--- src/rtl/mac_pkg.sv ---
// Shared constants for the iterative multiply-accumulate unit: mode encodings,
// FSM state encoding and NZCV flag bit positions.
package mac_pkg;

  localparam logic [2:0] MODE_MUL   = 3'b000;
  localparam logic [2:0] MODE_MLA   = 3'b001;
  localparam logic [2:0] MODE_UMULL = 3'b100;
  localparam logic [2:0] MODE_UMLAL = 3'b101;
  localparam logic [2:0] MODE_SMULL = 3'b110;
  localparam logic [2:0] MODE_SMLAL = 3'b111;

  // Bit positions inside the mode field
  localparam int MODE_ACC  = 0;
  localparam int MODE_SGN  = 1;
  localparam int MODE_LONG = 2;

  typedef enum logic [1:0] {
    ST_IDLE = 2'd0,
    ST_CALC = 2'd1,
    ST_FIN  = 2'd2
  } state_t;

  localparam int N_BIT = 3;
  localparam int Z_BIT = 2;
  localparam int C_BIT = 1;
  localparam int V_BIT = 0;

endpackage

--- src/rtl/mac_iter_if.sv ---
// Request/response bundle between the writeback stage and the MAC unit.
interface mac_iter_if #(parameter int WIDTH = 32);
  import mac_pkg::*;

  logic             start;
  logic [2:0]       mode;
  logic             sat_en;
  logic [WIDTH-1:0] in1;
  logic [WIDTH-1:0] in2;
  logic [WIDTH-1:0] acc_lo;
  logic [WIDTH-1:0] acc_hi;
  logic             busy;
  logic             done;
  logic [WIDTH-1:0] result_lo;
  logic [WIDTH-1:0] result_hi;
  logic [3:0]       nzcv;

  modport master (
    output start, mode, sat_en, in1, in2, acc_lo, acc_hi,
    input  busy, done, result_lo, result_hi, nzcv
  );

  modport slave (
    input  start, mode, sat_en, in1, in2, acc_lo, acc_hi,
    output busy, done, result_lo, result_hi, nzcv
  );

endinterface

--- src/rtl/mac_sat_flags.sv ---
// Final result formatting: optional signed clamp of short results and NZCV
// generation from the full 2*WIDTH accumulated sum.
module mac_sat_flags
  import mac_pkg::*;
#(
  parameter int WIDTH = 32
) (
  input  logic [2*WIDTH-1:0] sum,
  input  logic               long_mode,
  input  logic               sat_en,
  output logic [WIDTH-1:0]   res_lo,
  output logic [WIDTH-1:0]   res_hi,
  output logic [3:0]         nzcv
);

  logic overflow;

  // The signed short sum fits in WIDTH bits iff its top WIDTH+1 bits all agree
  assign overflow = (|sum[2*WIDTH-1:WIDTH-1]) && !(&sum[2*WIDTH-1:WIDTH-1]);

  always_comb begin
    res_lo = sum[WIDTH-1:0];
    res_hi = '0;
    nzcv   = '0;
    if (long_mode) begin
      res_hi       = sum[2*WIDTH-1:WIDTH];
      nzcv[N_BIT]  = sum[2*WIDTH-1];
      nzcv[Z_BIT]  = (sum == '0);
    end else begin
      if (sat_en && overflow) begin
        res_lo      = sum[2*WIDTH-1] ? {1'b1, {(WIDTH-1){1'b0}}} : {1'b0, {(WIDTH-1){1'b1}}};
        nzcv[V_BIT] = 1'b1;
      end
      nzcv[N_BIT] = res_lo[WIDTH-1];
      nzcv[Z_BIT] = (res_lo == '0);
    end
  end

endmodule

--- src/rtl/mac_iter.sv ---
// Iterative multiply-accumulate: consumes BPC multiplier bits per CALC cycle,
// accumulating into a 2*WIDTH register, then formats results in FIN.
module mac_iter
  import mac_pkg::*;
#(
  parameter int WIDTH = 32,
  parameter int BPC   = 8
) (
  input logic       clk,
  input logic       reset,
  mac_iter_if.slave bus
);

  localparam int N     = WIDTH / BPC;
  localparam int CNT_W = (N > 1) ? $clog2(N) : 1;
  localparam int PW    = 2 * WIDTH;

  state_t             state_reg, state_next;
  logic [CNT_W-1:0]   cnt_reg;
  logic [PW-1:0]      prod_reg;
  logic [PW-1:0]      mcand_reg;
  logic [WIDTH-1:0]   mplier_reg;
  logic               long_reg;
  logic               sat_reg;
  logic               sgn_reg;

  logic               last_step;
  logic               start_sgn;
  logic [PW-1:0]      acc_init;
  logic [PW-1:0]      mcand_init;
  logic [PW-1:0]      chunk_ext;
  logic [PW-1:0]      term;
  logic [WIDTH-1:0]   mplier_shift;
  logic [WIDTH-1:0]   fin_lo, fin_hi;
  logic [3:0]         fin_nzcv;

  assign last_step = (cnt_reg == CNT_W'(N - 1));

  // Short modes are only evaluated as signed when the clamp needs the true sign
  assign start_sgn  = bus.mode[MODE_LONG] ? bus.mode[MODE_SGN] : bus.sat_en;
  assign mcand_init = start_sgn ? {{WIDTH{bus.in1[WIDTH-1]}}, bus.in1}
                                : {{WIDTH{1'b0}}, bus.in1};

  always_comb begin
    acc_init = '0;
    if (bus.mode[MODE_ACC]) begin
      if (bus.mode[MODE_LONG]) acc_init = {bus.acc_hi, bus.acc_lo};
      else                     acc_init = {{WIDTH{bus.acc_lo[WIDTH-1]}}, bus.acc_lo};
    end
  end

  // The top chunk of a signed multiplier carries negative weight
  always_comb begin
    chunk_ext = {{(PW-BPC){1'b0}}, mplier_reg[BPC-1:0]};
    if (sgn_reg && last_step && mplier_reg[BPC-1]) chunk_ext[PW-1:BPC] = '1;
  end

  assign term = mcand_reg * chunk_ext;

  generate
    if (BPC < WIDTH) begin : g_shift
      assign mplier_shift = mplier_reg >> BPC;
    end else begin : g_noshift
      assign mplier_shift = '0;
    end
  endgenerate

  mac_sat_flags #(.WIDTH(WIDTH)) u_sat_flags (
    .sum       (prod_reg),
    .long_mode (long_reg),
    .sat_en    (sat_reg),
    .res_lo    (fin_lo),
    .res_hi    (fin_hi),
    .nzcv      (fin_nzcv)
  );

  always_comb begin
    state_next = state_reg;
    case (state_reg)
      ST_IDLE: if (bus.start) state_next = ST_CALC;
      ST_CALC: if (last_step) state_next = ST_FIN;
      ST_FIN:  state_next = ST_IDLE;
      default: state_next = ST_IDLE;
    endcase
  end

  always_ff @(posedge clk or posedge reset) begin
    if (reset) state_reg <= ST_IDLE;
    else       state_reg <= state_next;
  end

  always_ff @(posedge clk or posedge reset) begin
    if (reset) begin
      cnt_reg       <= '0;
      prod_reg      <= '0;
      mcand_reg     <= '0;
      mplier_reg    <= '0;
      long_reg      <= 1'b0;
      sat_reg       <= 1'b0;
      sgn_reg       <= 1'b0;
      bus.busy      <= 1'b0;
      bus.done      <= 1'b0;
      bus.result_lo <= '0;
      bus.result_hi <= '0;
      bus.nzcv      <= '0;
    end else begin
      bus.done <= 1'b0;
      case (state_reg)
        ST_IDLE: begin
          if (bus.start) begin
            cnt_reg    <= '0;
            prod_reg   <= acc_init;
            mcand_reg  <= mcand_init;
            mplier_reg <= bus.in2;
            long_reg   <= bus.mode[MODE_LONG];
            sat_reg    <= bus.sat_en;
            sgn_reg    <= start_sgn;
            bus.busy   <= 1'b1;
          end
        end
        ST_CALC: begin
          prod_reg   <= prod_reg + term;
          mcand_reg  <= mcand_reg << BPC;
          mplier_reg <= mplier_shift;
          cnt_reg    <= cnt_reg + CNT_W'(1);
        end
        ST_FIN: begin
          bus.result_lo <= fin_lo;
          bus.result_hi <= fin_hi;
          bus.nzcv      <= fin_nzcv;
          bus.done      <= 1'b1;
          bus.busy      <= 1'b0;
        end
        default: ;
      endcase
    end
  end

endmodule

--- src/flat_wrapper.sv ---
// flat-port wrapper written by rule: the top's interface ports become plain ports
module mac_iter_flat import mac_pkg::*;
#(
  parameter int WIDTH = 32,
  parameter int BPC   = 8
)
  (clk, reset, bus_start, bus_mode, bus_sat_en, bus_in1, bus_in2, bus_acc_lo, bus_acc_hi, bus_busy, bus_done, bus_result_lo, bus_result_hi, bus_nzcv);
  mac_iter_if #(.WIDTH(WIDTH)) bus_i ();
  input logic clk;
  input logic reset;
  input wire logic [$bits(bus_i.start)-1:0] bus_start;
  input wire logic [$bits(bus_i.mode)-1:0] bus_mode;
  input wire logic [$bits(bus_i.sat_en)-1:0] bus_sat_en;
  input wire logic [$bits(bus_i.in1)-1:0] bus_in1;
  input wire logic [$bits(bus_i.in2)-1:0] bus_in2;
  input wire logic [$bits(bus_i.acc_lo)-1:0] bus_acc_lo;
  input wire logic [$bits(bus_i.acc_hi)-1:0] bus_acc_hi;
  output wire logic [$bits(bus_i.busy)-1:0] bus_busy;
  output wire logic [$bits(bus_i.done)-1:0] bus_done;
  output wire logic [$bits(bus_i.result_lo)-1:0] bus_result_lo;
  output wire logic [$bits(bus_i.result_hi)-1:0] bus_result_hi;
  output wire logic [$bits(bus_i.nzcv)-1:0] bus_nzcv;
  assign bus_i.start = bus_start;
  assign bus_i.mode = bus_mode;
  assign bus_i.sat_en = bus_sat_en;
  assign bus_i.in1 = bus_in1;
  assign bus_i.in2 = bus_in2;
  assign bus_i.acc_lo = bus_acc_lo;
  assign bus_i.acc_hi = bus_acc_hi;
  assign bus_busy = bus_i.busy;
  assign bus_done = bus_i.done;
  assign bus_result_lo = bus_i.result_lo;
  assign bus_result_hi = bus_i.result_hi;
  assign bus_nzcv = bus_i.nzcv;
  mac_iter #(.WIDTH(WIDTH), .BPC(BPC)) u_core (.clk(clk), .reset(reset), .bus(bus_i));
endmodule
--- config.mk ---
export PLATFORM = sky130hd
export DESIGN_NAME = mac_iter_flat
export DESIGN_NICKNAME = d
export VERILOG_FILES = /design/src/rtl/mac_pkg.sv /design/src/rtl/mac_iter_if.sv /design/src/rtl/mac_sat_flags.sv /design/src/rtl/mac_iter.sv /design/src/flat_wrapper.sv
export SDC_FILE = /design/constraint.sdc
export NUM_CORES = 2
export LEC_CHECK = 0
export CAP_MARGIN = 20
export CELL_PAD_IN_SITES_DETAIL_PLACEMENT = 0
export CELL_PAD_IN_SITES_GLOBAL_PLACEMENT = 2
export CORE_UTILIZATION = 45
export CTS_CLUSTER_SIZE = 25
export DETAILED_ROUTE_END_ITERATION = 8
export PLACE_DENSITY = 0.87
export SETUP_SLACK_MARGIN = 0.05
export SYNTH_ARGS = -nofsm -noshare
export SYNTH_HDL_FRONTEND = slang
export SYNTH_SLANG_ARGS = --single-unit
--- constraint.sdc ---
create_clock -name clk -period 28 [get_ports clk]
set_input_delay 7 -clock clk [delete_from_list [all_inputs] [get_ports clk]]
set_output_delay 7 -clock clk [all_outputs]
set_load 0.05 [all_outputs]
==> results.txt <==
clock sink count -> 236
final non-filler cell total -> 6660
Initial DRC Count -> 3344
hold path start -> u_core.bus.nzcv[2]
critical path fanouts, max -> 58
Main synth FF type -> dfrtp_1
Mapped Area -> 0.0500 mm2
Sequential Area -> 0.00592 mm2
Seq cells post-synth -> 236
largest stage delay on the critical path -> 0.59 ns
CTS hold repair buffers -> 0
async set-reset flop share out of synthesis -> 1.00
global-route wire length before repair -> 267 mm
share of post-route cells with drive strength above 1 -> 0.0305
Crit Path Class -> reg2reg
Setup TNS -> 0 ns
Post-Syn Nets -> 6754
Multi-input gate area -> 0.0382 mm2
WL/cell -> 27.1 um
CTS tree -> built
Worst Path Arrival -> 11.48 ns
Setup crit start kind -> register
worst hold path depth -> 2
Post-synth EDFFs -> 0
initial cell density of the core -> 0.456
cell area after layout -> 0.0545 mm2
Reg2Reg Depth -> 33
Die Y -> 335 um
Slew @ Worst Pin -> 1.13 ns
CTS Buf Count -> 29
die area -> 0.113 mm2
vias per cell -> 5.40
post-layout minimum cycle time -> 11.01 ns
period utilisation layout -> 0.393
most frequent cells in the layout -> inv_1 (1343), fa_1 (1221), nand2_1 (513), ha_1 (294), and2_1 (261)
vias in the first global route -> 38200
IO Count -> 205
Vias -> 35900
Worst EP required -> 28.47 ns
Critical Path Most Common Cell -> fa_1
Worst setup EP type -> register
clock buffer depth -> 3
pin count of the biggest net entering global routing -> 144
CTS H-tree depth -> 1
Nets -> 6810
Syn Inst Count -> 5104
Routed WL -> 181 mm
post-detail-place hpwl -> 158 mm
Max Transition Viols Final -> 0
Area growth syn-to-layout -> 8.91%
final hold viol count -> 0
FMAX -> 90.8 MHz
GPL Wtd Cong -> 0.999
Max Cap Viol -> 0
Reg2Reg Launch Point -> u_core.mplier_reg[7]
Site Rows -> 121
Placed Cells -> 6603
Filler cells -> 10500
status -> completed
register-to-register setup slack -> 16.99 ns
ANT nets after route -> 0
initial antenna violation count -> 4
commonest non-fill, non-tap cell in the layout -> inv_1
synth warn -> 0
hold worst-path end -> u_core.bus.nzcv[2]
endpoints failing setup -> 0
reg2reg end -> u_core.prod_reg[63]
register area share after synthesis -> 0.118
Root Driver -> clkbuf_16
port buffer count -> 203
Reg clk slew, reported paths -> 0.06 ns
Clk Latency, worst-skew pair -> 0.60 ns
Hold WC Path Type -> reg2reg
Total GRT Usage -> 0.334
Synth cell types -> 83
syn_area_per_cell -> 9.80 um2
post_cts resized -> 0
RSZ-0062 raised after global routing -> no
die width -> 335 um
Core ar. -> 0.110 mm2
relative slew slack -> 0.249
CP max stage cell -> fa_1
post-CTS setup buffer count -> 0
DRC -> 0
clk_skew -> 0.0129 ns
total congestion overflow -> 0
dpl cell area -> 0.0535 mm2
1st-pass router iterations -> 5
crit path launch -> u_core.mplier_reg[7]
[kinds of logic after synthesis]
kind of cell,after synthesis,synth area share
xor gates and xnor gates,137,0.0240
DFF,236,0.118
muxes,14,0.00310
AOI/OAI and AO/OA,559,0.0737
buffers and inverters,1574,0.119
and+or+nand+nor,1068,0.100
other,1,0.0000749
adders and majority gates,1515,0.562
[Yosys cell counts (32+ instances only)]
library cell,number,area [um2]
o31ai_1,38,285
nor2_1,150,563
a21o_1,43,323
ha_1,294,3680
and2_1,261,1630
nand2_1,513,1930
o21ai_0,57,285
clkbuf_1,206,773
a21oi_1,189,946
inv_1,1344,5040
fa_1,1221,24400
xnor2_1,104,911
dfrtp_1,236,5910
a31oi_1,72,450
a221o_1,35,350
xor2_1,33,289
nand3_1,32,160
[critical path: cells and delay by family, from the launching register on]
family	cells	cell delay, ns
buffers and inverters	9	2.05
xor gates and xnor gates	1	0.13
AOI/OAI and AO/OA	7	1.50
and+or+nand+nor	5	1.31
adders and majority gates	11	5.41
DFF	1	0.37
[through the flow]
step           hold WS, ns  worst slack, ns  utilization
6_report             0.476            16.99        0.497
5_1_grt              0.495            16.39        0.497
4_1_cts              0.480            17.01        0.497
3_5_place_dp         0.466            17.08        0.488
3_3_place_gp         0.458            17.08        0.488
2_1_floorplan        0.465            14.53            -
[per-layer routing]
metal	vias to the layer above	global-route usage	wire length [um]
met4	0	0.0803	5160
li1	15300	-	-
met3	192	0.0871	18500
met2	1529	0.478	76000
met5	-	0	0
met1	18900	0.504	81000
[cell type report]
class,instances,share of cell area
multi-input cells,3294,0.701
flip-flops and latches,236,0.109
inverters,1345,0.0928
repair buffers,254,0.0450
well taps,1476,0.0339
clock buffers,39,0.0147
clock inverters,14,0.00354
diodes,2,0.0000918
[worst max path at each step]
stage	cells past startpoint	slack, ns	endpoint
2_1_floorplan	1	14.53	u_core.bus.busy
3_3_place_gp	33	17.08	u_core.prod_reg[60]
3_5_place_dp	32	17.08	u_core.prod_reg[63]
4_1_cts	32	17.01	u_core.prod_reg[63]
5_1_grt	31	16.39	u_core.prod_reg[62]
6_report	33	16.99	u_core.prod_reg[63]
Power is left out: the tool's default activity adds up to more than one toggle a clock period on the data nets, which glitch-free logic cannot reach.
